`config.mk`:
```
export PLATFORM = sky130hd
export DESIGN_NAME = jk_reg_bank
export DESIGN_NICKNAME = d
export VERILOG_FILES = /design/src/rtl/jk_reg_bank.sv
export SDC_FILE = /design/constraint.sdc
export NUM_CORES = 1
export LEC_CHECK = 0
export BUFFER_PORTS_ARGS = -buffer_cell sky130_fd_sc_hd__buf_4
export CORE_ASPECT_RATIO = 2
export CORE_MARGIN = 4
export CORE_UTILIZATION = 47
export DETAILED_ROUTE_END_ITERATION = 8
export GPL_TIMING_DRIVEN = 0
export PLACE_DENSITY = 0.72
export SETUP_SLACK_MARGIN = 0.4
export SYNTH_ARGS = -nofsm -noshare
export SYNTH_HDL_FRONTEND = slang
export SYNTH_SLANG_ARGS = --single-unit
```
`constraint.sdc`:
```
create_clock -name clk -period 1.7 [get_ports clk]
set_clock_uncertainty 0.2 [all_clocks]
set_input_delay 0.34 -clock clk [delete_from_list [all_inputs] [get_ports clk]]
set_output_delay 0.34 -clock clk [all_outputs]
set_load 0.01 [all_outputs]
```
`src/rtl/jk_reg_bank.sv`:
```
// WIDTH-bit bank of JK/T/D/SR storage bits sharing clock, enable and mode,
// with per-bit change flags, a saturating toggle-event counter and a sticky SR error flag.

module jk_reg_bit #(
    parameter logic RST_BIT = 1'b0
) (
    input  logic       clk,
    input  logic       reset,
    input  logic       en,
    input  logic [1:0] mode,
    input  logic       j,
    input  logic       k,
    input  logic       d,
    output logic       q,
    output logic       qb,
    output logic       chg,
    output logic       tgl,
    output logic       ill
);
    logic n;

    // tgl/ill are raw per-bit flags for the current inputs; the bank gates them with en
    always_comb begin
        n   = q;
        tgl = 1'b0;
        ill = 1'b0;
        case (mode)
            2'b00: begin
                case ({j, k})
                    2'b01:   n = 1'b0;
                    2'b10:   n = 1'b1;
                    2'b11: begin
                        n   = ~q;
                        tgl = 1'b1;
                    end
                    default: n = q;
                endcase
            end
            2'b01: begin
                if (j) begin
                    n   = ~q;
                    tgl = 1'b1;
                end
            end
            2'b10: n = d;
            default: begin
                case ({j, k})
                    2'b10:   n = 1'b1;
                    2'b01:   n = 1'b0;
                    2'b11:   ill = 1'b1;
                    default: n = q;
                endcase
            end
        endcase
    end

    always_ff @(posedge clk or posedge reset) begin
        if (reset) begin
            q   <= RST_BIT;
            qb  <= ~RST_BIT;
            chg <= 1'b0;
        end else if (en) begin
            q   <= n;
            qb  <= ~n;
            chg <= q ^ n;
        end else begin
            chg <= 1'b0;
        end
    end
endmodule

module jk_reg_bank #(
    parameter int               WIDTH     = 8,
    parameter logic [WIDTH-1:0] RESET_VAL = {WIDTH{1'b0}},
    parameter int               CNT_W     = 8
) (
    input  logic             clk,
    input  logic             reset,
    input  logic             en,
    input  logic [1:0]       mode,
    input  logic [WIDTH-1:0] j,
    input  logic [WIDTH-1:0] k,
    input  logic [WIDTH-1:0] d,
    output logic [WIDTH-1:0] q,
    output logic [WIDTH-1:0] qb,
    output logic [WIDTH-1:0] chg,
    output logic [CNT_W-1:0] tgl_cnt,
    output logic             sr_err
);
    logic [WIDTH-1:0] tgl;
    logic [WIDTH-1:0] ill;
    logic             tgl_evt;
    logic             ill_evt;

    for (genvar i = 0; i < WIDTH; i++) begin : g_bit
        jk_reg_bit #(.RST_BIT(RESET_VAL[i])) u_bit (
            .clk   (clk),
            .reset (reset),
            .en    (en),
            .mode  (mode),
            .j     (j[i]),
            .k     (k[i]),
            .d     (d[i]),
            .q     (q[i]),
            .qb    (qb[i]),
            .chg   (chg[i]),
            .tgl   (tgl[i]),
            .ill   (ill[i])
        );
    end

    // One count per edge no matter how many bits toggle
    assign tgl_evt = en & (|tgl);
    assign ill_evt = en & (|ill);

    always_ff @(posedge clk or posedge reset) begin
        if (reset) begin
            tgl_cnt <= '0;
        end else if (tgl_evt && (tgl_cnt != {CNT_W{1'b1}})) begin
            tgl_cnt <= tgl_cnt + {{(CNT_W-1){1'b0}}, 1'b1};
        end
    end

    always_ff @(posedge clk or posedge reset) begin
        if (reset) begin
            sr_err <= 1'b0;
        end else if (ill_evt) begin
            sr_err <= 1'b1;
        end
    end
endmodule
```
==> impl_metrics.env <==
export IMPL_cts_htree_levels=2
export IMPL_cp_data_arrival_time_ps=1710
export IMPL_via_per_inst=5.23
export IMPL_whs_ps=-35.9
export IMPL_cts_made_buffers=5
export IMPL_yosysUniqueCellTypes=39
export IMPL_totalWireLength_mm=6.62
export IMPL_die_x_um=56.7
export IMPL_rows=35
export IMPL_reg2reg_from="tgl_cnt[0]$_DFFE_PP0P_"
export IMPL_drc=0
export IMPL_fin_crit_ps=1710
export IMPL_track_usage=0.221
export IMPL_cts_tree="built"
export IMPL_die_y_um=105
export IMPL_fin_nets=366
export IMPL_maxCapViolations=0
export IMPL_fin_crit_sh=1.01
export IMPL_peakVddDrop_mv=0.772
export IMPL_cts_clk_slew_worst_paths_ps=70
export IMPL_total_power_mw=3.65
export IMPL_synth_top_cell_by_area="dfrtp_1"
export IMPL_synth_edf_count=0
export IMPL_hpwl_mm=4.06
export IMPL_start_kind="flip-flop"
export IMPL_synth_seq_cells=33
export IMPL_syn2layout_area_growth_pct=76.7
export IMPL_grt_pass1_wl_mm=10.2
export IMPL_hold_path_class="in2async"
export IMPL_cts_sinks=33
export IMPL_setup_ws_ps=-14.8
export IMPL_cts_buffer_depth=2
export IMPL_dr_pass1_iters=4
export IMPL_worst_slew_pin_slew_ps=706
export IMPL_synth_top_cells_by_count="buf_4, dfrtp_1, inv_1"
export IMPL_ant_nets=0
export IMPL_p_leak_nw=1.74
export IMPL_grt_max_degree=34
export IMPL_synth_warnings=0
export IMPL_syn_area_per_cell_sq_um=9.85
export IMPL_r2r_cells=5
export IMPL_syn_num_nets=272
export IMPL_outcome="complete, but fails checks"
export IMPL_cp_max_fo=4
export IMPL_worstPathRequired_ps=1690
export IMPL_vias=1966
export IMPL_ys_seq_area_frac=0.375
export IMPL_cts_root_buf="clkbuf_8"
export IMPL_dr_first_iter_drc_count=53
export IMPL_slew_limit_headroom=0.528
export IMPL_syn_inst=226
export IMPL_io_buffers=60
export IMPL_synth_top_cell_area_share=0.281
export IMPL_r2r_end="tgl_cnt[7]$_DFFE_PP0P_"
export IMPL_reg2reg_slack_ps=-10
export IMPL_fmax_mhz=583
export IMPL_core_area_sq_um=4600
export IMPL_placed_area_sq_um=3050
export IMPL_die_area_sq_um=5970
export IMPL_antenna_cells=0
export IMPL_initial_core_util=0.484
export IMPL_final_cells=376
export IMPL_setup_viol=2
export IMPL_async_reset_ff_frac=1.00
export IMPL_drv_slew=0
export IMPL_violations="hold timing, setup timing"
export IMPL_finalHoldViolations=25
export IMPL_grt_overflow=0
export IMPL_critical_path_class="reg2reg"
export IMPL_wl_per_cell_um=17.6
export IMPL_synth_flop_cell="dfrtp_1"
export IMPL_tns_ps=-29.4
export IMPL_crit_path_end_kind="flip-flop"
export IMPL_drive_gt1_frac=0.660
export IMPL_clk_latency_ps=290
export IMPL_place_gp_congestion=0.796
export IMPL_grt_pass1_vias=2151
export IMPL_antenna_found_initial=0
export IMPL_io_pins=62
export IMPL_syn_cell_area_sq_um=2230
export IMPL_grt_setup_unrepaired="true"
export IMPL_dp_cells=341
export IMPL_pre_cts_slack_ps=-449
export IMPL_finish_instance_area_sq_um=3940
export IMPL_synthTopCellsByArea="dfrtp_1, ha_1, dfstp_2, buf_4, mux2i_1"
export IMPL_num_fill_cells=243
export IMPL_power_density_nw_per_um2=928
state kept, by name, summed over array words and instances, names as in the netlist:
| name | flops |
|---|---|
| g_bit.u_bit.qb | 8 |
| sr_err | 1 |
| g_bit.u_bit.q | 8 |
| tgl_cnt | 8 |
| g_bit.u_bit.chg | 8 |
cell families after synthesis:
| logic type | count (synthesis) | synth area share |
|---|---|---|
| adder cells (fa/ha/maj) | 17 | 0.0955 |
| flip-flops | 33 | 0.375 |
| AO/OA/AOI/OAI | 41 | 0.140 |
| multiplexers | 14 | 0.0640 |
| buffers and inverters | 50 | 0.130 |
| XOR/XNOR | 15 | 0.0590 |
| AND/OR/NAND/NOR | 56 | 0.136 |
layout by cell type, fill, tap and decap left out, types with 3 or more instances in the layout:
cell,Yosys,final
xor2_1,3,3
clkbuf_8,0,6
clkbuf_1,4,4
o21a_1,8,8
o21ai_1,2,8
inv_1,18,9
and3b_1,3,3
dfstp_2,8,8
and2_1,8,8
ha_4,0,14
mux2i_1,12,9
o21ai_2,0,4
a21oi_2,0,3
buf_12,0,9
mux2i_2,0,3
dfrtp_2,0,13
nand3_1,4,4
buf_4,25,34
buf_6,1,69
nor2_1,9,8
nand2_2,0,8
inv_12,0,8
and3b_2,3,3
nand2_1,17,9
xnor2_1,12,10
dfrtp_1,25,12
worst max-delay path by stage:
stage	startpoint	end	slack [ps]
after floorplan	k[6]	g_bit[6].u_bit.chg$_DFF_PP0_	30
after global placement	k[5]	tgl_cnt[7]$_DFFE_PP0P_	-450
after detailed placement	k[5]	tgl_cnt[7]$_DFFE_PP0P_	-450
after CTS	tgl_cnt[2]$_DFFE_PP0P_	tgl_cnt[7]$_DFFE_PP0P_	50
after global routing	k[7]	tgl_cnt[1]$_DFFE_PP0P_	-90
final	tgl_cnt[0]$_DFFE_PP0P_	tgl_cnt[7]$_DFFE_PP0P_	-10
layout make-up:
class / instances / area, sq um / area share
Timing Repair Buffer: 87 / 935 / 0.237
Clock buffer: 7 / 86.3 / 0.0219
Clock inverter: 1 / 30.0 / 0.00763
Inverter: 19 / 176 / 0.0448
Buffer: 31 / 324 / 0.0823
Sequential cell: 33 / 852 / 0.216
Multi-Input combinational cell: 143 / 1460 / 0.372
Tap cell: 55 / 68.8 / 0.0175
per-stage QoR:
step / util / hold slack [ps]
after floorplan: - / 263
after global placement: 0.664 / 265
after detailed placement: 0.664 / 271
after CTS: 0.817 / -20.2
after global routing: 0.856 / 9.04
final: 0.856 / -35.9
worst max-delay path, cell delays in order (launching register included):
cell      delay, ps
dfrtp_2         430
ha_4            180
a41oi_4         280
o211ai_4        150
nor3_2          160
xor2_1          220
metal layers:
metal | up-vias | GRT usage | wire [um]
li1 | 933 | - | -
met1 | 950 | 0.222 | 2260
met2 | 65 | 0.413 | 3940
met3 | 18 | 0.0294 | 220
met4 | 0 | 0.127 | 209
met5 | - | 0 | 0
power by group:
group          internal [mW]  total [mW]  switching, mW
logic                   1.05        1.74          0.691
clock network          0.478       0.776          0.298
registers              0.977        1.14          0.160
total                   2.50        3.65           1.15
repair_timing:
item,CTS,global route
hold endpoints to repair,25,0
pin swaps,34,23
setup endpoints to repair,91,66
gates cloned,0,0
resized for setup,109,37
buffers inserted,20,7
No activity file was read; power rests on OpenSTA's default activity.
